==> src/rtl/mem_wb_stage_pkg.sv <==
// Shared constants for the MEM/WB boundary: load-size encodings, default widths and
// the hard-wired zero register index.
package mem_wb_stage_pkg;

  localparam int unsigned DW_DEFAULT = 32;
  localparam int unsigned RW_DEFAULT = 5;

  localparam logic [1:0] LD_BYTE = 2'b00;
  localparam logic [1:0] LD_HALF = 2'b01;
  localparam logic [1:0] LD_WORD = 2'b10;

  localparam int unsigned REG_ZERO = 0;

endpackage

==> src/rtl/mem_wb_stage_load_extend.sv <==
// Load-data lane extraction and sign/zero extension for byte, half and word loads.
module mem_wb_stage_load_extend
  import mem_wb_stage_pkg::*;
#(
  parameter int unsigned DW = DW_DEFAULT
) (
  input  logic [DW-1:0] raw_i,
  input  logic [1:0]    addr_lo_i,
  input  logic [1:0]    ld_size_i,
  input  logic          ld_uns_i,
  output logic [DW-1:0] data_o
);

  logic [7:0]  byte_lane;
  logic [15:0] half_lane;

  always_comb begin
    byte_lane = raw_i[{addr_lo_i, 3'b000} +: 8];
    // Half-word lanes ignore the low address bit.
    half_lane = raw_i[{addr_lo_i[1], 4'b0000} +: 16];
    case (ld_size_i)
      LD_BYTE: data_o = ld_uns_i ? {{(DW-8){1'b0}}, byte_lane}
                                 : {{(DW-8){byte_lane[7]}}, byte_lane};
      LD_HALF: data_o = ld_uns_i ? {{(DW-16){1'b0}}, half_lane}
                                 : {{(DW-16){half_lane[15]}}, half_lane};
      default: data_o = raw_i;
    endcase
  end

endmodule

==> src/rtl/mem_wb_stage.sv <==
// MEM/WB pipeline boundary: aligns control with the one-cycle-late SRAM data, extracts
// load data, drives the register-file write port and counts retired instructions.
module mem_wb_stage
  import mem_wb_stage_pkg::*;
#(
  parameter int unsigned DW = DW_DEFAULT,
  parameter int unsigned RW = RW_DEFAULT,
  parameter int unsigned CW = 32
) (
  input  logic          clk,
  input  logic          rst_n,
  input  logic          valid_i,
  input  logic          stall_i,
  input  logic          flush_i,
  input  logic [DW-1:0] alu_result_i,
  input  logic          MemRead_i,
  input  logic          MemtoReg_i,
  input  logic          RegWrite_i,
  input  logic [RW-1:0] rd_i,
  input  logic [1:0]    ld_size_i,
  input  logic          ld_unsigned_i,
  input  logic [DW-1:0] mem_read_data,
  output logic          reg_wen_o,
  output logic [RW-1:0] reg_waddr_o,
  output logic [DW-1:0] reg_wdata_o,
  output logic          wb_valid_o,
  output logic [CW-1:0] retire_cnt_o
);

  logic          v_q, rw_q, m2r_q, ld_uns_q, held_q;
  logic [RW-1:0] rd_q;
  logic [1:0]    ld_size_q, addr_lo_q;
  logic [DW-1:0] alu_q, hdata_q;
  logic [CW-1:0] retire_q;
  logic [DW-1:0] raw_data, ext_data;

  // Load vs. non-load is already fully captured by MemtoReg_i.
  logic unused_memread;
  assign unused_memread = MemRead_i;

  always_ff @(posedge clk) begin
    if (!rst_n) begin
      v_q       <= 1'b0;
      rw_q      <= 1'b0;
      m2r_q     <= 1'b0;
      rd_q      <= '0;
      ld_size_q <= '0;
      ld_uns_q  <= 1'b0;
      alu_q     <= '0;
      addr_lo_q <= '0;
      hdata_q   <= '0;
      held_q    <= 1'b0;
      retire_q  <= '0;
    end else if (flush_i) begin
      v_q    <= 1'b0;
      held_q <= 1'b0;
    end else if (stall_i) begin
      // SRAM data is only valid in the first WB cycle; keep it for the rest of the stall.
      if (v_q && !held_q) begin
        hdata_q <= mem_read_data;
        held_q  <= 1'b1;
      end
    end else begin
      if (v_q) retire_q <= retire_q + CW'(1);
      v_q       <= valid_i;
      rw_q      <= RegWrite_i;
      m2r_q     <= MemtoReg_i;
      rd_q      <= rd_i;
      ld_size_q <= ld_size_i;
      ld_uns_q  <= ld_unsigned_i;
      alu_q     <= alu_result_i;
      addr_lo_q <= alu_result_i[1:0];
      held_q    <= 1'b0;
    end
  end

  assign raw_data = held_q ? hdata_q : mem_read_data;

  mem_wb_stage_load_extend #(
    .DW(DW)
  ) u_load_extend (
    .raw_i    (raw_data),
    .addr_lo_i(addr_lo_q),
    .ld_size_i(ld_size_q),
    .ld_uns_i (ld_uns_q),
    .data_o   (ext_data)
  );

  assign reg_wdata_o  = m2r_q ? ext_data : alu_q;
  assign reg_waddr_o  = rd_q;
  assign wb_valid_o   = v_q;
  assign reg_wen_o    = v_q & rw_q & (rd_q != RW'(REG_ZERO)) & ~stall_i;
  assign retire_cnt_o = retire_q;

endmodule
==> config.mk <==
export PLATFORM = sky130hd
export DESIGN_NAME = mem_wb_stage
export DESIGN_NICKNAME = d
export VERILOG_FILES = /design/src/rtl/mem_wb_stage_pkg.sv /design/src/rtl/mem_wb_stage_load_extend.sv /design/src/rtl/mem_wb_stage.sv
export SDC_FILE = /design/constraint.sdc
export NUM_CORES = 1
export LEC_CHECK = 0
export ABC_CLOCK_PERIOD_IN_PS = 2600
export BUFFER_PORTS_ARGS = -buffer_cell sky130_fd_sc_hd__buf_2
export CORE_MARGIN = 2
export CORE_UTILIZATION = 45
export DETAILED_ROUTE_END_ITERATION = 16
export HOLD_SLACK_MARGIN = 0.15
export MAX_ROUTING_LAYER = met4
export PLACE_DENSITY = 0.69
export SLEW_MARGIN = 20
export SYNTH_ARGS = -nofsm -noshare
export SYNTH_HDL_FRONTEND = slang
export SYNTH_SLANG_ARGS = --single-unit
export TNS_END_PERCENT = 50
==> constraint.sdc <==
create_clock -name clk -period 2.6 [get_ports clk]
set_input_delay 0.52 -clock clk [delete_from_list [all_inputs] [get_ports clk]]
set_output_delay 0.52 -clock clk [all_outputs]
set_load 0.05 [all_outputs]
==> run_results.csv, run 1 <==
group,metric,value,unit
status,outcome,"complete, but fails checks",
status,violations,"negative setup slack",
global_routing,grt_max_degree,61,
final_layout,final_util,0.598,
final_layout,n_fill_cell,1110,
clocking,cts_buffer_depth,2,
sta,rsz0062_at_grt,"true",
logic_synthesis,yosys-top-cells-area,"dfxtp_1, nand2_1, a21oi_1",
logic_synthesis,syn_area_per_cell,8.14,um2
setup_path,r2r_cells,4,
placed_design,buffer_ports.inserted,149,
hold_path,min_path_type,"primary input to flop",
placed_design,place.gp.congestion,0.885,
global_routing,antenna_found_initial,1,
power,p_leak,2.74,nW
floorplanning,core,12200,um2
clocking,numCtsBuffers,9,
logic_synthesis,syn_area,5660,um2
setup_path,critical_path_class,"flop to output port",
global_routing,grt_use_met1,0.320,
setup_path,timing.rr.end,"retire_cnt_o[26]",
global_routing,grt_pass1_wl,26.7,mm
logic_synthesis,ys_warn_count,0,
logic_synthesis,synth_cell_type_count,46,
detailed_routing,first_pass_iters,5,
setup_path,cp-end-kind,"output port",
power,peakVddDrop,0.331,mV
global_routing,track_usage,0.259,
clocking,clk_latency,360,ps
global_routing,grt_overflow,0,
flow_run,max_cap_violations,0,
global_routing,grtUsageMet3,0.0752,
setup_path,cpMaxStageDelayCell,"a2111o_1",
sta,fmax,0.377,GHz
sta,skew,3.79,ps
hold_path,hold_end,"reg_waddr_o[2]",
logic_synthesis,seq_area_frac_synth,0.382,
floorplanning,die_x,116,um
sta,finalHoldViolCount,0,
sta,period_needed,2660,ps
global_routing,top_usage_layer,"met2",
setup_path,max_stage_delay,480,ps
detailed_routing,viasPerCell,5.64,
logic_synthesis,synth_edf_count,0,
clocking,clk_pin_slew,70,ps
setup_path,path_cells,"mux2i_1 -> mux2_4 -> a2111o_1 -> buf_6 -> o221ai_2 -> buf_6",
final_layout,mostFrequentLayoutCells,"nand2_1, buf_2, dfxtp_1",
clocking,clock-root-buffer,"clkbuf_16",
logic_synthesis,synthCells,695,
sta,timing.slew.headroom,0.562,
clocking,cts_max_level,3,
floorplanning,dieHeight,116,um
power,power,3.76,mW
sta,slew_violations,0,
placed_design,place_ws,-56.2,ps
logic_synthesis,synth.largest_area_cell,"dfxtp_1",
sta,setup_slack,-55.4,ps
floorplanning,row_count,40,
hold_path,hold_start,"rd_i[2]",
sta,hold-worst-slack,392,ps
detailed_routing,drt_iter0_drc,363,
final_layout,final_common_cell,"nand2_1",
setup_path,cp.arrival,2140,ps
setup_path,path_common_cell,"buf_6",
detailed_routing,wire_per_inst,16.8,um
global_routing,grt_pass1_vias,5358,
sta,setup_viol,16,
hold_path,hold_depth,3,
setup_path,path_buf_inv,2,
clocking,clock-sinks,108,
final_layout,final_nets,905,
setup_path,r2r-start,"wb_valid_o",
logic_synthesis,syn_nets,776,
clocking,cts_tree,"yes",
setup_path,critPathLaunchType,"flop",
setup_path,worstPathMaxFanout,6,
logic_synthesis,async_reset_ff_frac,0,
floorplanning,fp.dieArea,13500,um2
sta,worstMarginPinSlew,658,ps
detailed_routing,drt-total-wl,16.7,mm
power,cellPowerDensity,517,nW/um2
floorplanning,start_util,0.465,
detailed_routing,postRouteAntennaNets,0,
final_layout,drive_gt1_frac,0.297,
setup_path,r2r_setup_slack,620,ps
logic_synthesis,synth-main-ff-cell,"dfxtp_1",
global_routing,gr-usage-met2,0.414,
sta,fin_crit_sh,1.02,
final_layout,area_growth,28.6,%
detailed_routing,vias,5627,
setup_path,critPathTopFamily,"compound AO/OA/AOI/OAI gates",
setup_path,worstPathRequired,2080,ps
placed_design,dpl.hpwl,11.4,mm
logic_synthesis,synth-seq-cells,108,
detailed_routing,drc,0,
logic_synthesis,synth_top_area_share,0.382,
floorplanning,ioPinCount,151,
-- layout make-up --
| type | count | area, um2 | area share |
|---|---|---|---|
| clock buffer | 10 | 229 | 0.0315 |
| clock inverter | 6 | 72.6 | 0.00997 |
| tap | 168 | 210 | 0.0289 |
| sequential | 108 | 2170 | 0.298 |
| antenna | 1 | 2.50 | 0.000344 |
| timing repair buffer | 178 | 1190 | 0.163 |
| inverter | 23 | 86.3 | 0.0119 |
| multi-input combinational | 504 | 3320 | 0.456 |
-- registers in the layout (all words and copies together), names as in the netlist, 2 cells and up --
register,count
alu_q,31
hdata_q,32
ld_size_q,2
reg_waddr_o,5
retire_cnt_o,32
-- where the power goes --
part           total [mW]  internal (mW)  switching (mW)
clock                1.42          0.758           0.660
sequential           1.71           1.69          0.0265
combinational       0.633          0.237           0.396
-- synthesized netlist by cell type (all sizes together), types with 2 or more instances --
cell type  instances
and2               3
nand4             13
o21ai              5
or4               13
nand3b             2
o221ai            22
mux2               9
buf               16
clkbuf            44
dfxtp            108
inv               23
mux2i             41
xor2               8
nor2              15
a21oi            103
nand2            172
mux4              14
nor3               2
o22a               2
nor4               3
o31ai             13
a311oi             2
nor2b              2
and4               6
a31oi              2
nand3             14
or3                5
nand2b            11
o22ai              9
-- metal layers --
metal	share of wire	vias to the layer above	wire length (um)
li1	-	2732	-
met1	0.41	2661	6910
met2	0.49	206	8160
met3	0.078	28	1300
met4	0.022	0	374
met5	0	-	0
-- tightest hold or removal path, delay by kind of cell --
kind	cells	cell delay, ps
AOI/OAI and AO/OA	1	50
buffers and inverters	1	90
and+or+nand+nor	1	50
-- kinds of logic (layout without fill, tap and decap cells) --
kind of cell / count (synthesis) / count (layout) / synth area share
AND/OR/NAND/NOR: 264 / 264 / 0.216
AO/OA/AOI/OAI: 166 / 166 / 0.178
flip-flops: 108 / 108 / 0.382
buffers and inverters: 83 / 217 / 0.0610
multiplexers: 64 / 64 / 0.146
XOR/XNOR: 9 / 9 / 0.0139
adder cells (fa/ha/maj): 1 / 1 / 0.00221
other: 0 / 1 / 0
-- what timing repair did --
item,in CTS,in global routing
hold buffers,0,0
buffers inserted,6,1
cloned,1,1
setup endpoints to repair,32,32
pin swaps,2,4
resized for setup,68,9
-- worst max-delay path by stage --
stage | cells past startpoint | slack (ps) | end | start
global placement | 6 | -20 | reg_wdata_o[13] | mem_read_data[31]
floorplan | 6 | -20 | reg_wdata_o[10] | alu_q[1]
global route | 6 | -100 | reg_wdata_o[22] | alu_q[1]
CTS | 6 | -40 | reg_wdata_o[19] | held_q
detailed placement | 6 | -60 | reg_wdata_o[13] | mem_read_data[31]
finish | 6 | -60 | reg_wdata_o[22] | alu_q[1]
-- per-stage QoR --
| stage | std cells | area [um2] | setup TNS, ps |
|---|---|---|---|
| global route | 998 | 7280 | -1650 |
| finish | 998 | 7280 | -474 |
| global placement | 972 | 6570 | -34.1 |
| detailed placement | 972 | 6570 | -188 |
| CTS | 995 | 7210 | -216 |
| floorplan | 695 | 5660 | -169 |
No activity file was read; power rests on OpenSTA's default activity.
==> inputs of run 2 (changes only) <==
ABC_CLOCK_PERIOD_IN_PS = 2500   (was 2600)
clock period = 2.5 ns   (was 2.6 ns; I/O delays follow)
==> run_results.csv, run 2 (synthesized netlist as in run 1, its figures left out) <==
group,metric,value,unit
final_layout,final_common_cell,"nand2_1",
setup_path,worstPathRequired,2000,ps
final_layout,final_nets,908,
sta,finalHoldViolCount,0,
sta,fmax,0.388,GHz
floorplanning,row_count,40,
sta,rsz0062_at_grt,"true",
power,power.switching,1.07,mW
floorplanning,start_util,0.465,
global_routing,track_usage,0.255,
final_layout,drive_gt1_frac,0.300,
floorplanning,die_x,116,um
power,power,3.81,mW
placed_design,buffer_ports.inserted,149,
sta,worstMarginPinSlew,564,ps
clocking,clk_latency,360,ps
sta,setup_slack,-80.1,ps
setup_path,path_cells,"mux2i_2 -> mux2_4 -> a2111o_1 -> buf_6 -> o221ai_2 -> buf_6",
setup_path,path_buf_inv,2,
global_routing,grt_overflow,0,
status,violations,"negative setup slack",
floorplanning,fp.dieArea,13500,um2
placed_design,place_inst,975,
detailed_routing,drt-total-wl,16.7,mm
clocking,cts_buffer_depth,2,
power,cellPowerDensity,519,nW/um2
detailed_routing,drt_iter0_drc,345,
power,combPwrFrac,0.178,
power,clkPwrFrac,0.354,
flow_run,max_cap_violations,0,
floorplanning,ioPinCount,151,
detailed_routing,first_pass_iters,5,
setup_path,r2r-start,"wb_valid_o",
clocking,cts_tree,"yes",
placed_design,dpl.hpwl,11.5,mm
detailed_routing,wire_per_inst,16.6,um
setup_path,cp-end-kind,"output port",
detailed_routing,drc,0,
global_routing,grt_max_degree,69,
detailed_routing,vias,5662,
global_routing,grt_pass1_wl,26.0,mm
hold_path,hold_start,"alu_result_i[24]",
placed_design,place.gp.congestion,0.941,
power,seq_power_share,0.468,
sta,skew,7.78,ps
sta,fin_crit_sh,1.03,
clocking,clock-root-buffer,"clkbuf_16",
setup_path,critical_path_class,"flop to output port",
status,outcome,"complete, but fails checks",
global_routing,grt_pass1_vias,5344,
power,peakVddDrop,0.366,mV
global_routing,antenna_found_initial,3,
clocking,clk_pin_slew,70,ps
final_layout,area_growth,29.7,%
final_layout,multi_input_area,3380,um2
clocking,cts_max_level,3,
setup_path,cp.arrival,2080,ps
setup_path,worstPathMaxFanout,6,
setup_path,path_common_cell,"buf_6",
final_layout,fin_area,7340,um2
floorplanning,core,12200,um2
detailed_routing,postRouteAntennaNets,0,
final_layout,seq_area,2170,um2
sta,slew_violations,0,
floorplanning,dieHeight,116,um
setup_path,max_stage_delay,460,ps
setup_path,critPathLaunchType,"flop",
final_layout,mostFrequentLayoutCells,"nand2_1, buf_2, dfxtp_1",
final_layout,n_fill_cell,1080,
setup_path,cpMaxStageDelayCell,"a2111o_1",
final_layout,fin_cells,1002,
sta,timing.slew.headroom,0.623,
power,intPower,2.74,mW
setup_path,critPathTopFamily,"compound AO/OA/AOI/OAI gates",
hold_path,min_path_type,"primary input to flop",
setup_path,r2r_setup_slack,510,ps
clocking,cts_hold_buf,0,
power,p_leak,2.76,nW
sta,period_needed,2580,ps
placed_design,placed_area,6610,um2
clocking,numCtsBuffers,9,
power,sw_frac_of_total,0.281,
clocking,clock-sinks,108,
setup_path,crit_start,"alu_q[1]",
detailed_routing,viasPerCell,5.65,
final_layout,final_util,0.603,
sta,setup_viol,20,
[run 2: timing repair]
item | CTS | global route
buffers inserted | 4 | 5
pin swaps | 3 | 4
cloned | 1 | 0
endpoints found under the setup margin | 32 | 32
gates resized for setup | 70 | 27
[run 2: worst reg2reg max path: cells and delay by family, from the launching register on]
family / cells / cell delay (ps)
AOI/OAI and AO/OA: 1 / 160
and+or+nand+nor: 3 / 1270
DFF: 1 / 510
[run 2: metal layers]
layer / GRT usage / part of all wire / wire length (um)
met1: 0.294 / 0.41 / 6890
met2: 0.416 / 0.47 / 7920
met3: 0.0695 / 0.079 / 1320
met4: 0.118 / 0.032 / 535
met5: - / 0 / 0
[run 2: layout make-up]
type                            count  area share
Clock buffer                       13      0.0355
Timing Repair Buffer              181       0.165
Clock inverter                      2     0.00136
Sequential cell                   108       0.296
Tap cell                          168      0.0287
Multi-Input combinational cell    504       0.461
Inverter                           23      0.0118
Antenna cell                        3     0.00102
[run 2: metrics by stage]
stage / setup TNS, ps / setup slack [ps] / hold slack, ps
2_1_floorplan: -1220 / -104 / 436
3_3_place_gp: -9.30 / -5.46 / 444
5_1_grt: -2990 / -128 / 380
4_1_cts: -1650 / -89.9 / 371
6_report: -1140 / -80.1 / 376
3_5_place_dp: -86.4 / -52.6 / 448
[run 2: final timing paths]
check                           to  cells past startpoint
setup reg to reg  retire_cnt_o[28]                      4
hold / removal           alu_q[24]                      3
hold reg to reg          alu_q[21]                      2
setup / recovery   reg_wdata_o[26]                      6
[run 2: power by group through the flow]
stage / sequential [mW] / combinational [mW] / clock, mW
2_1_floorplan: 1.83 / 0.386 / 0
3_3_place_gp: 1.82 / 0.581 / 0
3_5_place_dp: 1.82 / 0.587 / 0
4_1_cts: 1.78 / 0.646 / 1.37
5_1_grt: 1.79 / 0.721 / 1.44
6_report: 1.78 / 0.678 / 1.35
==> inputs of run 3 (changes only) <==
CELL_PAD_IN_SITES_DETAIL_PLACEMENT = 0   (was not set)
CELL_PAD_IN_SITES_GLOBAL_PLACEMENT = 1   (was not set)
CORE_UTILIZATION = 39   (was 45)
PLACE_DENSITY = 0.8   (was 0.69)
==> run_results.csv, run 3 (synthesized netlist as in run 1, its figures left out) <==
group,metric,value,unit
status,outcome,"complete, but fails checks",
status,violations,"negative setup slack",
setup_path,worstPathRequired,2000,ps
sta,slew_violations,0,
floorplanning,die_x,124,um
clocking,numCtsBuffers,9,
detailed_routing,wire_per_inst,16.9,um
setup_path,worstPathMaxFanout,15,
final_layout,fin_area,7230,um2
detailed_routing,vias,5608,
clocking,cts_tree,"yes",
clocking,clk_pin_slew,70,ps
sta,fin_crit_sh,1.03,
detailed_routing,drc,0,
hold_path,min_path_type,"primary input to flop",
sta,setup_slack,-82.9,ps
clocking,cts_hold_buf,0,
detailed_routing,viasPerCell,5.54,
final_layout,final_nets,903,
sta,worstMarginPinSlew,857,ps
clocking,clock-root-buffer,"clkbuf_16",
placed_design,place.gp.congestion,0.897,
setup_path,critical_path_class,"flop to output port",
floorplanning,dieHeight,124,um
placed_design,placed_area,6640,um2
setup_path,critPathLaunchType,"flop",
final_layout,mostFrequentLayoutCells,"nand2_1, buf_2, dfxtp_1",
clocking,cts_buffer_depth,2,
sta,finalHoldViolCount,0,
sta,setup_viol,13,
final_layout,final_common_cell,"nand2_1",
clocking,clk_latency,350,ps
floorplanning,row_count,44,
sta,period_needed,2580,ps
floorplanning,ioPinCount,151,
global_routing,grt_max_degree,50,
global_routing,grt_overflow,0,
sta,fmax,0.387,GHz
power,cellPowerDensity,532,nW/um2
power,peakVddDrop,0.280,mV
detailed_routing,drt_iter0_drc,294,
placed_design,buffer_ports.inserted,149,
global_routing,antenna_found_initial,2,
floorplanning,fp.dieArea,15500,um2
sta,skew,5.77,ps
detailed_routing,drt-total-wl,17.2,mm
final_layout,area_growth,27.8,%
global_routing,grt_pass1_vias,5467,
power,power,3.84,mW
floorplanning,start_util,0.394,
sta,timing.slew.headroom,0.428,
global_routing,grt_pass1_wl,27.6,mm
setup_path,max_stage_delay,370,ps
power,p_leak,2.72,nW
placed_design,place_ws,25.5,ps
clocking,clock-sinks,108,
clocking,cts_max_level,3,
detailed_routing,first_pass_iters,5,
setup_path,cp.arrival,2080,ps
detailed_routing,postRouteAntennaNets,0,
global_routing,track_usage,0.226,
sta,rsz0062_at_grt,"true",
setup_path,cpMaxStageDelayCell,"dfxtp_4",
flow_run,max_cap_violations,0,
placed_design,dpl.hpwl,12.1,mm
floorplanning,core,14400,um2
sta,hold-worst-slack,375,ps
setup_path,cp-end-kind,"output port",
setup_path,path_cells,"buf_4 -> bufbuf_16 -> a311oi_1 -> nand3_1 -> a31oi_1 -> buf_2",
final_layout,drive_gt1_frac,0.299,
==> run 3: changes by cell type in the layout (fill, tap and decap cells not counted), sizes merged <==
cell / previous run / this run
diode: 3 / 2
bufbuf: 0 / 1
clkinvlp: 0 / 2
inv: 23 / 22
buf: 181 / 175
==> run 3: worst max-delay path: cells and delay by family, from the launching register on <==
| kind | cells | cell delay (ps) |
|---|---|---|
| DFF | 1 | 370 |
| and+or+nand+nor | 1 | 110 |
| AOI/OAI and AO/OA | 2 | 500 |
| buffers and inverters | 3 | 750 |
==> run 3: cell type report <==
type	instances	area (um2)
Timing Repair Buffer	176	1160
Multi-Input combinational cell	504	3280
Tap cell	184	230
Fill cell	1411	7140
Clock buffer	13	270
Clock inverter	3	20.0
Inverter	23	87.6
Antenna cell	2	5.00
Sequential cell	108	2170
==> run 3: worst paths after layout <==
path,startpoint,endpoint,slack (ps),cells after the start
setup / recovery,held_q,reg_wdata_o[7],-80,6
hold / removal,ld_size_i[0],ld_size_q[0],370,3
setup reg to reg,retire_cnt_o[3],retire_cnt_o[26],630,4
hold reg to reg,alu_q[6],alu_q[6],460,2
==> run 3: metal layers <==
layer | part of all wire | global-route usage
met4 | 0.026 | 0.0833
met3 | 0.059 | 0.0421
met5 | 0 | -
met1 | 0.43 | 0.282
met2 | 0.48 | 0.365
==> run 3: where the power goes <==
part           total [mW]  internal, mW  switching, mW
combinational       0.644         0.241          0.403
sequential           1.78          1.75         0.0309
clock                1.42         0.758          0.658
total                3.84          2.75           1.09
==> run 3: repair_timing <==
item / in CTS / in global routing
pin swaps: 4 / 1
setup endpoints to repair: 32 / 32
resized for setup: 49 / 19
cloned: 1 / 0
setup buffers: 1 / 4
==> run 3: per-stage QoR <==
step | cells | utilization | setup TNS (ps)
3_3_place_gp | 989 | 0.462 | 0
2_1_floorplan | 695 | - | -1220
6_report | 1013 | 0.503 | -533
5_1_grt | 1013 | 0.503 | -1810
3_5_place_dp | 989 | 0.462 | 0
4_1_cts | 1007 | 0.495 | -1050
